**src/rtl/cgra_cfg_pkg.sv**
```systemverilog
// Shared constants and FSM state type for the PE configuration loader.
// The CHECK state exists only when CGRA_CFG_CHECKSUM_EN is defined.
package cgra_cfg_pkg;
   localparam int CFG_WIDTH     = 96;
   localparam int BS_WIDTH_DFLT = 32;
   localparam int WORDS_PER_PE  = 3;

`ifdef CGRA_CFG_CHECKSUM_EN
   typedef enum logic [2:0] {ST_IDLE, ST_LOAD, ST_COMMIT, ST_CHECK, ST_DONE} state_e;
`else
   typedef enum logic [2:0] {ST_IDLE, ST_LOAD, ST_COMMIT, ST_DONE} state_e;
`endif
endpackage

```
**src/rtl/pe_config_loader.sv**
```systemverilog
// Streams 3-word configurations onto a shared bus and strobes each PE in turn.
// Optional trailing XOR checksum word when CGRA_CFG_CHECKSUM_EN is defined.
module pe_config_loader
   import cgra_cfg_pkg::*;
#(
   parameter int NUM_PE   = 16,
   parameter int BS_WIDTH = BS_WIDTH_DFLT
) (
   input  logic                  clk,
   input  logic                  rst_n,
   input  logic                  start,
   input  logic                  abort,
   input  logic [BS_WIDTH-1:0]   bs_data,
   input  logic                  bs_v,
   output logic                  bs_r,
   output logic [CFG_WIDTH-1:0]  config_bits,
   output logic [NUM_PE-1:0]     catch_config,
   output logic                  busy,
   output logic                  done,
   output logic                  err
);

   localparam int                 IDX_W    = (NUM_PE > 1) ? $clog2(NUM_PE) : 1;
   localparam logic [IDX_W-1:0]   LAST_PE  = IDX_W'(NUM_PE - 1);
   localparam logic [1:0]         LAST_WRD = 2'(WORDS_PER_PE - 1);

   state_e                 state_q;
   logic [IDX_W-1:0]       pe_idx_q;
   logic [1:0]             word_cnt_q;
   logic [CFG_WIDTH-1:0]   cfg_q;
   logic [NUM_PE-1:0]      catch_q;
   logic                   bs_r_q;
   logic                   busy_q;
   logic                   done_q;
   logic                   accept_d;

   assign accept_d     = bs_v && bs_r_q;
   assign bs_r         = bs_r_q;
   assign config_bits  = cfg_q;
   assign catch_config = catch_q;
   assign busy         = busy_q;
   assign done         = done_q;

`ifdef CGRA_CFG_CHECKSUM_EN
   logic [BS_WIDTH-1:0] acc_q;
   logic                err_q;
   assign err = err_q;
`else
   assign err = 1'b0;
`endif

   // Outputs are registered alongside the state they belong to, so every
   // transition below also sets the output values of the state it enters.
   always_ff @(posedge clk or negedge rst_n) begin
      if (!rst_n) begin
         state_q    <= ST_IDLE;
         pe_idx_q   <= '0;
         word_cnt_q <= '0;
         cfg_q      <= '0;
         catch_q    <= '0;
         bs_r_q     <= 1'b0;
         busy_q     <= 1'b0;
         done_q     <= 1'b0;
`ifdef CGRA_CFG_CHECKSUM_EN
         acc_q      <= '0;
         err_q      <= 1'b0;
`endif
      end else begin
         done_q  <= 1'b0;
         catch_q <= '0;
         if (abort && (state_q != ST_IDLE)) begin
            state_q <= ST_IDLE;
            bs_r_q  <= 1'b0;
            busy_q  <= 1'b0;
         end else begin
            case (state_q)
               ST_IDLE: begin
                  if (start && !abort) begin
                     state_q    <= ST_LOAD;
                     pe_idx_q   <= '0;
                     word_cnt_q <= '0;
                     bs_r_q     <= 1'b1;
                     busy_q     <= 1'b1;
`ifdef CGRA_CFG_CHECKSUM_EN
                     acc_q      <= '0;
                     err_q      <= 1'b0;
`endif
                  end
               end
               ST_LOAD: begin
                  if (accept_d) begin
                     cfg_q[word_cnt_q*BS_WIDTH +: BS_WIDTH] <= bs_data;
`ifdef CGRA_CFG_CHECKSUM_EN
                     acc_q <= acc_q ^ bs_data;
`endif
                     if (word_cnt_q == LAST_WRD) begin
                        word_cnt_q <= '0;
                        state_q    <= ST_COMMIT;
                        bs_r_q     <= 1'b0;
                        catch_q    <= NUM_PE'(1) << pe_idx_q;
                     end else begin
                        word_cnt_q <= word_cnt_q + 2'd1;
                     end
                  end
               end
               ST_COMMIT: begin
                  if (pe_idx_q == LAST_PE) begin
`ifdef CGRA_CFG_CHECKSUM_EN
                     state_q <= ST_CHECK;
                     bs_r_q  <= 1'b1;
`else
                     state_q <= ST_DONE;
                     busy_q  <= 1'b0;
                     done_q  <= 1'b1;
`endif
                  end else begin
                     pe_idx_q <= pe_idx_q + 1'b1;
                     state_q  <= ST_LOAD;
                     bs_r_q   <= 1'b1;
                  end
               end
`ifdef CGRA_CFG_CHECKSUM_EN
               ST_CHECK: begin
                  if (accept_d) begin
                     if (bs_data != acc_q) err_q <= 1'b1;
                     state_q <= ST_DONE;
                     bs_r_q  <= 1'b0;
                     busy_q  <= 1'b0;
                     done_q  <= 1'b1;
                  end
               end
`endif
               ST_DONE: state_q <= ST_IDLE;
               default: state_q <= ST_IDLE;
            endcase
         end
      end
   end

endmodule

```
**config.mk**
```make
export PLATFORM = sky130hd
export DESIGN_NAME = pe_config_loader
export DESIGN_NICKNAME = d
export VERILOG_FILES = /design/src/rtl/cgra_cfg_pkg.sv /design/src/rtl/pe_config_loader.sv
export SDC_FILE = /design/constraint.sdc
export NUM_CORES = 1
export LEC_CHECK = 0
export CAP_MARGIN = 20
export CORE_ASPECT_RATIO = 2
export CORE_MARGIN = 2
export CORE_UTILIZATION = 25
export CTS_CLUSTER_SIZE = 28
export DETAILED_ROUTE_END_ITERATION = 10
export GPL_TIMING_DRIVEN = 1
export HOLD_SLACK_MARGIN = 0.15
export SYNTH_ARGS = -nofsm -noshare
export SYNTH_HDL_FRONTEND = slang
export SYNTH_SLANG_ARGS = --single-unit
```
**constraint.sdc**
```tcl
create_clock -name clk -period 4.9 [get_ports clk]
set_input_delay 0.735 -clock clk [delete_from_list [all_inputs] [get_ports clk]]
set_output_delay 0.735 -clock clk [all_outputs]
set_load 0.02 [all_outputs]
```
---- Word level (Yosys, flattened, before mapping) ----
Index checks and enable logic that the tools add are counted.
W data, S select, Z words.
storage, ports and cells
  output and inout port bits .............. 116
  register bits after elaboration ......... 124
  word-level logic and storage cells ...... 73
  bits of input ports ..................... 37
operators by class
  $add $sub $neg .......................... 3
  shift operators ......................... 3
  bitwise gates (word level) .............. 1
  reduce and logical (&&, ||, !) cells .... 16
  equality and inequality tests ........... 12
  muxes and demuxes ....................... 30
operators with widths
  operator                    count
  $bwmux W96                  1
  $shift A32 B34 Y96 const A  1
  $shiftx A32 B34 Y96         1
  $mux W16                    4
  $neg A7 Y34                 1
  $shl A1 B4 Y16 const A      1
  $ne A3 B3 Y1 const B        5
  $mux W3                     4
  $mux W1                     10
  $pmux W3 S3                 1
  $reduce_and A3 Y1           3
  $mux W2                     4
  $mux W4                     2
  $pmux W4 S2                 1
  $reduce_and A4 Y1           2
  $ne A2 B2 Y1 const B        3
  $reduce_bool A3 Y1          2
  $reduce_and A5 Y1           1
  $add A4 B1 Y4 const B       1
  $eq A4 B4 Y1 const B        1
  $pmux W2 S2                 1
  $reduce_bool A2 Y1          2
  $reduce_bool A4 Y1          1
  $eq A3 B1 Y1 const B        1
  9 further kinds             11

---- Depth between registers and ports, before layout ----
Gate-level depths: netlist of run 1.
  word-level depth ........................ 5
  depth in mapped cells ................... 8
  depth with buffers taken out ............ 6

---- Worst setup path after synthesis of run 1 ----
Ideal clock, no wire load.
  path type ............................... input -> register
  start point ............................. in abort
  end point ............................... reg cfg_q[85], in the netlist config_bits[85]
  data required time ...................... 4,770 ps
  buffers on the path ..................... 1
  path slack .............................. 3,281 ps
  setup time .............................. 130 ps
  data arrival time ....................... 1,489 ps
  cell stages on the path ................. 4
  cells stage by stage .................... and3b_1 and3_4 clkbuf_1 o21ai_1
between the ends
  longest elaborated chain between the ends .. 3
ends and longest elaborated chain
  element                          RTL line                text
  from (decl)                      pe_config_loader.sv:12  input logic abort,
  $logic_and A1 B1 Y1              pe_config_loader.sv:71  if (abort && (state_q != ST_IDLE)) begin
  $not A1 Y1 (no line)             -
  $reduce_and A3 Y1 (no line)      -
  to (signal, indexed assignment)  pe_config_loader.sv:92  cfg_q[word_cnt_q*BS_WIDTH +: BS_WIDTH] <= bs_data;
  to (decl)                        pe_config_loader.sv:30  logic [CFG_WIDTH-1:0] cfg_q;
Every way passes these cells.
A chain may end at the register's enable or synchronous reset.

---- Worst setup path in the final report of run 1 ----
  start point ............................. in abort
  end point ............................... reg cfg_q[52], in the netlist config_bits[52]
The elaborated chain is that of the path after synthesis.

==> results of run 1 <==
power by group:
| part | total (mW) | internal [mW] | switching [mW] |
|---|---|---|---|
| Sequential | 1.21 | 1.14 | 0.0718 |
| Combinational | 0.651 | 0.294 | 0.357 |
| Clock | 1.25 | 0.765 | 0.489 |
placed cells by master (no fill, tap or decap), types with 2 or more instances in the layout:
master / count
a21oi_1: 7
nor3_1: 8
ha_1: 10
clkinv_4: 5
and2_1: 2
clkdlybuf4s50_1: 150
and3_1: 9
nor2b_1: 3
nand3_1: 68
bufinv_16: 2
inv_1: 73
nand2b_1: 2
clkbuf_16: 17
buf_4: 6
o21ai_0: 49
nor3b_4: 3
clkinvlp_4: 3
nand2_1: 70
dfrtp_1: 123
nor2_1: 5
o21ai_1: 54
clkinv_2: 2
o21bai_1: 3
state kept, by name (all words and copies together), names as in the netlist:
name          flops
bs_r              1
busy              1
catch_config     16
config_bits      96
done              1
pe_idx_q          4
state_q           2
word_cnt_q        2
layer usage:
layer	track usage (%)	share of wire (%)	vias up
met4	9.71	5.8	0
met1	15.3	38	1959
li1	-	-	2054
met3	2.67	3.0	42
met2	25.8	53	112
met5	0	0	-
final cells by class:
type                       count  share of cell area (%)
inverter                      74                    3.72
timing repair buffer         157                    20.9
clock buffer                  19                    5.93
clock inverter                13                    1.94
sequential                   123                    41.2
tap                          266                    4.46
multi-input combinational    308                    21.9
stage by stage:
step	setup WS, ns	hold slack [ns]	cells
6_report	2.25	0.362	960
5_1_grt	2.05	0.429	960
4_1_cts	2.25	0.400	960
3_5_place_dp	1.80	0.471	928
3_3_place_gp	1.88	0.462	928
2_1_floorplan	3.28	0.439	540
path summary, 6_finish.rpt:
| path | startpoint | to | slack [ns] |
|---|---|---|---|
| min in group clk | config_bits[9]$_DFFE_PN0P_ | config_bits[9]$_DFFE_PN0P_ | 0.48 |
| setup reg to reg | word_cnt_q[0]$_DFFE_PN0P_ | config_bits[81]$_DFFE_PN0P_ | 2.46 |
| hold / removal | rst_n | catch_config[13]$_DFF_PN0_ | 0.36 |
| max in group asynchronous | rst_n | config_bits[79]$_DFFE_PN0P_ | 3.49 |
| setup / recovery | abort | config_bits[52]$_DFFE_PN0P_ | 2.25 |
| hold reg to reg | config_bits[9]$_DFFE_PN0P_ | config_bits[9]$_DFFE_PN0P_ | 0.48 |
logic make-up (layout without fill, tap and decap cells):
kind of cell / after synthesis / after routing / share of synthesized area [%]
flip-flops: 123 / 123 / 59.2
adder cells (fa/ha/maj): 10 / 10 / 2.41
buffers and inverters: 109 / 263 / 9.71
AO/OA/AOI/OAI: 119 / 119 / 12.0
AND/OR/NAND/NOR: 178 / 178 / 16.6
other: 1 / 1 / 0.0722
==> flow_metrics.env, run 1 <==
export IMPL_start_kind="primary input"
export IMPL_worstHoldPathType="in -> async"
export IMPL_cts_tree="yes"
export IMPL_finalHoldViolCount=0
export IMPL_utilization_pct=36.7
export IMPL_crit_family="buffers and inverters"
export IMPL_synth_async_reset_ratio_pct=100
export IMPL_die_h_um=208
export IMPL_fin_crit_sh_pct=54.0
export IMPL_fin_crit_ns=2.65
export IMPL_rr_worst_depth=6
export IMPL_routed_wirelength_um=15300
export IMPL_area_growth_pct=43.7
export IMPL_fin_nets=728
export IMPL_syn_num_nets=587
export IMPL_synth_avg_cell_area_sq_um=9.62
export IMPL_first_iter_violations=172
export IMPL_coreArea_sq_um=20400
export IMPL_vias=4167
export IMPL_ant_nets=0
export IMPL_leakagePower_nw=3.50
export IMPL_cts_setup_buffers=0
export IMPL_root_buffer="clkbuf_16"
export IMPL_fmax_ghz=0.378
export IMPL_timing_setup_tns_ns=0
export IMPL_num_fill_cells=2103
export IMPL_crit_arrival_ns=2.98
export IMPL_critical_path_slowest_cell="clkdlybuf4s50_1"
export IMPL_ctsResizeCount=0
export IMPL_synth_top_area_share_pct=59.2
export IMPL_drcViolationCount=0
export IMPL_cts_htree_levels=4
export IMPL_crit_buf_inv=2
export IMPL_synth_commonest_cells="dfrtp_1, inv_1, nand2_1, nand3_1, o21ai_1"
export IMPL_antenna_found_initial=0
export IMPL_p_total_mw=3.12
export IMPL_synth_distinct_cells=36
export IMPL_drv_slew=0
export IMPL_cts_hold_buffers_added=0
export IMPL_place_gp_congestion=0.797
export IMPL_numPortBuffers=151
export IMPL_setup_viol=0
export IMPL_clockBufferDepth=2
export IMPL_power_density_nw_per_um2=417
export IMPL_placed_cell_area_sq_um=6880
export IMPL_netlist_top_cells_area="dfrtp_1, nand3_1, inv_1"
export IMPL_status="finished clean"
export IMPL_grt_pass1_vias=4254
export IMPL_path_clk_slew_ns=0.06
export IMPL_synth_edf_count=0
export IMPL_synth_main_ff_cell="dfrtp_1"
export IMPL_cp_cell_sequence="clkdlybuf4s50_1 > and3b_1 > and3_2 > buf_4 > nand3_1 > o21ai_1"
export IMPL_cpPeakStageDelay_ns=0.65
export IMPL_grt_pass1_wl_um=24200
export IMPL_regArea_sq_um=3080
export IMPL_track_usage_pct=14.5
export IMPL_multi_input_comb_area_sq_um=1630
export IMPL_max_vdd_ir_drop_mv=0.165
export IMPL_syn_inst=540
export IMPL_start_util_pct=25.5
export IMPL_cp_depth=6
export IMPL_die_w_um=106
export IMPL_ys_ff_latch=123
export IMPL_yosysTopAreaCell="dfrtp_1"
export IMPL_antenna_cells=0
export IMPL_num_io_pins=153
export IMPL_cap_viol_max_count=0
export IMPL_grt_ovfl_total=0
export IMPL_syn_area_sq_um=5190
export IMPL_skew_ns=0.0106
export IMPL_end_kind="flip-flop"
export IMPL_cts_made_buffers=17
export IMPL_avgRoutedWirePerCell_um=15.9
export IMPL_row_count=74
export IMPL_yosysWarnings=0
export IMPL_yosysSeqAreaShare_pct=59.2
export IMPL_critical_path_class="in -> reg"
export IMPL_path_max_fanout=34
export IMPL_tightest_slew_ns=0.801
export IMPL_crit_required_ns=5.24
export IMPL_synth_most_common_cell="dfrtp_1"
export IMPL_rsz0062_at_grt="false"
export IMPL_cts_sinks=123
export IMPL_grt_max_degree=84
export IMPL_clk_latency_ns=0.42
export IMPL_die_area_sq_um=22000
export IMPL_drt_pre_antenna_iters=6
export IMPL_layout_drive_gt1_share_pct=6.48
export IMPL_max_slew_margin_rel_pct=46.5
export IMPL_viasPerCell=4.34
export IMPL_finalInstanceArea_sq_um=7470
export IMPL_place_hpwl_um=10600
Power figures use the tool's default switching activity.
==> inputs of run 2 (changes only) <==
clock period = 2.56 ns   (was 4.9 ns; I/O delays follow)
==> flow_metrics.env, run 2 (synthesized netlist as in run 1, its figures left out) <==
export IMPL_fmax_ghz=0.517
export IMPL_mostFrequentLayoutCells="clkdlybuf4s50_1, dfrtp_1, inv_1"
export IMPL_max_vdd_ir_drop_mv=0.323
export IMPL_worstHoldPathType="in -> async"
export IMPL_r2r_slack_ns=0.63
export IMPL_status="finished clean"
export IMPL_crit_required_ns=2.89
export IMPL_setup_viol=0
export IMPL_finalHoldViolCount=0
export IMPL_rsz0062_at_grt="false"
export IMPL_clk_latency_ns=0.42
export IMPL_place_hpwl_um=10900
export IMPL_start_kind="flip-flop"
export IMPL_cts_setup_buffers=0
export IMPL_cts_hold_buffers_added=1
export IMPL_die_h_um=208
export IMPL_mostFrequentLayoutCell="clkdlybuf4s50_1"
export IMPL_cts_tree="yes"
export IMPL_crit_path_end="config_bits[68]$_DFFE_PN0P_"
export IMPL_cts_sinks=123
export IMPL_start_util_pct=25.5
export IMPL_first_iter_violations=171
export IMPL_place_gp_congestion=0.755
export IMPL_grt_pass1_vias=4280
export IMPL_p_total_mw=5.95
export IMPL_routed_wirelength_um=15300
export IMPL_crit_start="word_cnt_q[0]$_DFFE_PN0P_"
export IMPL_grt_max_degree=66
export IMPL_clockBufferDepth=2
export IMPL_grt_ovfl_total=0
export IMPL_switching_share_pct=28.8
export IMPL_timing_setup_tns_ns=0
export IMPL_end_kind="flip-flop"
export IMPL_vias=4190
export IMPL_p_int_mw=4.24
export IMPL_numPortBuffers=151
export IMPL_rr_worst_depth=6
export IMPL_fin_crit_ns=1.93
export IMPL_path_max_fanout=28
export IMPL_track_usage_pct=14.8
export IMPL_utilization_pct=37.2
export IMPL_cap_viol_max_count=0
export IMPL_combPwrFrac_pct=21.2
export IMPL_die_w_um=106
export IMPL_fin_nets=734
export IMPL_root_buffer="clkbuf_16"
export IMPL_viasPerCell=4.34
export IMPL_crit_arrival_ns=2.26
export IMPL_critical_path_class="reg -> reg"
export IMPL_area_growth_pct=46.0
export IMPL_r2r_start="word_cnt_q[0]$_DFFE_PN0P_"
export IMPL_fin_crit_sh_pct=75.5
export IMPL_cts_made_buffers=17
export IMPL_drcViolationCount=0
export IMPL_cts_htree_levels=4
export IMPL_seq_power_share_pct=38.9
export IMPL_drv_slew=0
export IMPL_skew_ns=0.0107
export IMPL_path_clk_slew_ns=0.06
export IMPL_p_clk_share_pct=39.9
export IMPL_leakagePower_nw=3.56
export IMPL_antenna_found_initial=0
export IMPL_avgRoutedWirePerCell_um=15.9
export IMPL_antenna_cells=0
export IMPL_row_count=74
export IMPL_layout_drive_gt1_share_pct=6.86
export IMPL_grt_pass1_wl_um=24500
export IMPL_coreArea_sq_um=20400
export IMPL_ant_nets=0
export IMPL_r2r_end="config_bits[68]$_DFFE_PN0P_"
export IMPL_ctsResizeCount=0
export IMPL_num_fill_cells=2059
export IMPL_largest_register_ffs=96
export IMPL_drt_pre_antenna_iters=4
export IMPL_num_io_pins=153
export IMPL_p_switching_mw=1.72
export IMPL_die_area_sq_um=22000
export IMPL_power_density_nw_per_um2=785
==> run 2: changes by cell type in the layout (fill, tap and decap cells not counted), sizes merged <==
| cell | before | now |
|---|---|---|
| dlygate4sd3 | 0 | 1 |
| inv | 75 | 74 |
| clkinvlp | 3 | 1 |
| clkbuf | 19 | 22 |
| buf | 7 | 12 |
==> run 2: through the flow <==
step | setup WS, ns | std cells | instance area, sq um | hold WS (ns)
5_1_grt | 0.428 | 966 | 7580 | 0.495
4_1_cts | 0.573 | 966 | 7580 | 0.461
2_1_floorplan | 0.971 | 540 | 5190 | 0.0884
3_5_place_dp | 0.561 | 933 | 6990 | 0.344
3_3_place_gp | 0.602 | 933 | 6990 | 0.337
6_report | 0.626 | 966 | 7580 | 0.454
==> run 2: power groups by stage <==
stage               clock network, mW  logic, mW  registers [mW]
finish                           2.38       1.26            2.31
detailed placement                  0       1.28            2.35
global placement                    0       1.28            2.34
global route                     2.54       1.37            2.34
CTS                              2.45       1.29            2.31
floorplan                           0      0.273            2.62
==> run 2: final cells by class <==
type | count | area, sq um | area share, %
inverters | 74 | 278 | 3.66
clock inverters | 10 | 118 | 1.55
clock buffers | 22 | 464 | 6.12
repair buffers | 163 | 1680 | 22.2
well taps | 266 | 333 | 4.39
flip-flops and latches | 123 | 3080 | 40.6
multi-input cells | 308 | 1630 | 21.5
==> run 2: how the worst min path moves through the flow <==
stage | to | depth (start not counted)
6_report | catch_config[13]$_DFF_PN0_ | 2
5_1_grt | catch_config[14]$_DFF_PN0_ | 2
4_1_cts | pe_idx_q[2]$_DFFE_PN0P_ | 2
3_5_place_dp | catch_config[13]$_DFF_PN0_ | 1
3_3_place_gp | catch_config[12]$_DFF_PN0_ | 1
2_1_floorplan | bs_r$_DFFE_PN0P_ | 0
==> run 2: per-layer routing <==
| layer | vias up | global-route usage (%) | routed length (um) |
|---|---|---|---|
| met5 | - | 0 | 0 |
| met4 | 0 | 8.08 | 635 |
| met3 | 28 | 2.98 | 459 |
| met2 | 103 | 27.0 | 8510 |
| met1 | 1998 | 15.4 | 5720 |
| li1 | 2061 | - | - |
==> run 2: critical path, stage by stage (launching register included) <==
cell	delay, ns
dfrtp_1	0.51
inv_2	0.11
ha_1	0.38
nor3b_4	0.39
buf_12	0.24
nand3_1	0.09
o21ai_0	0.09
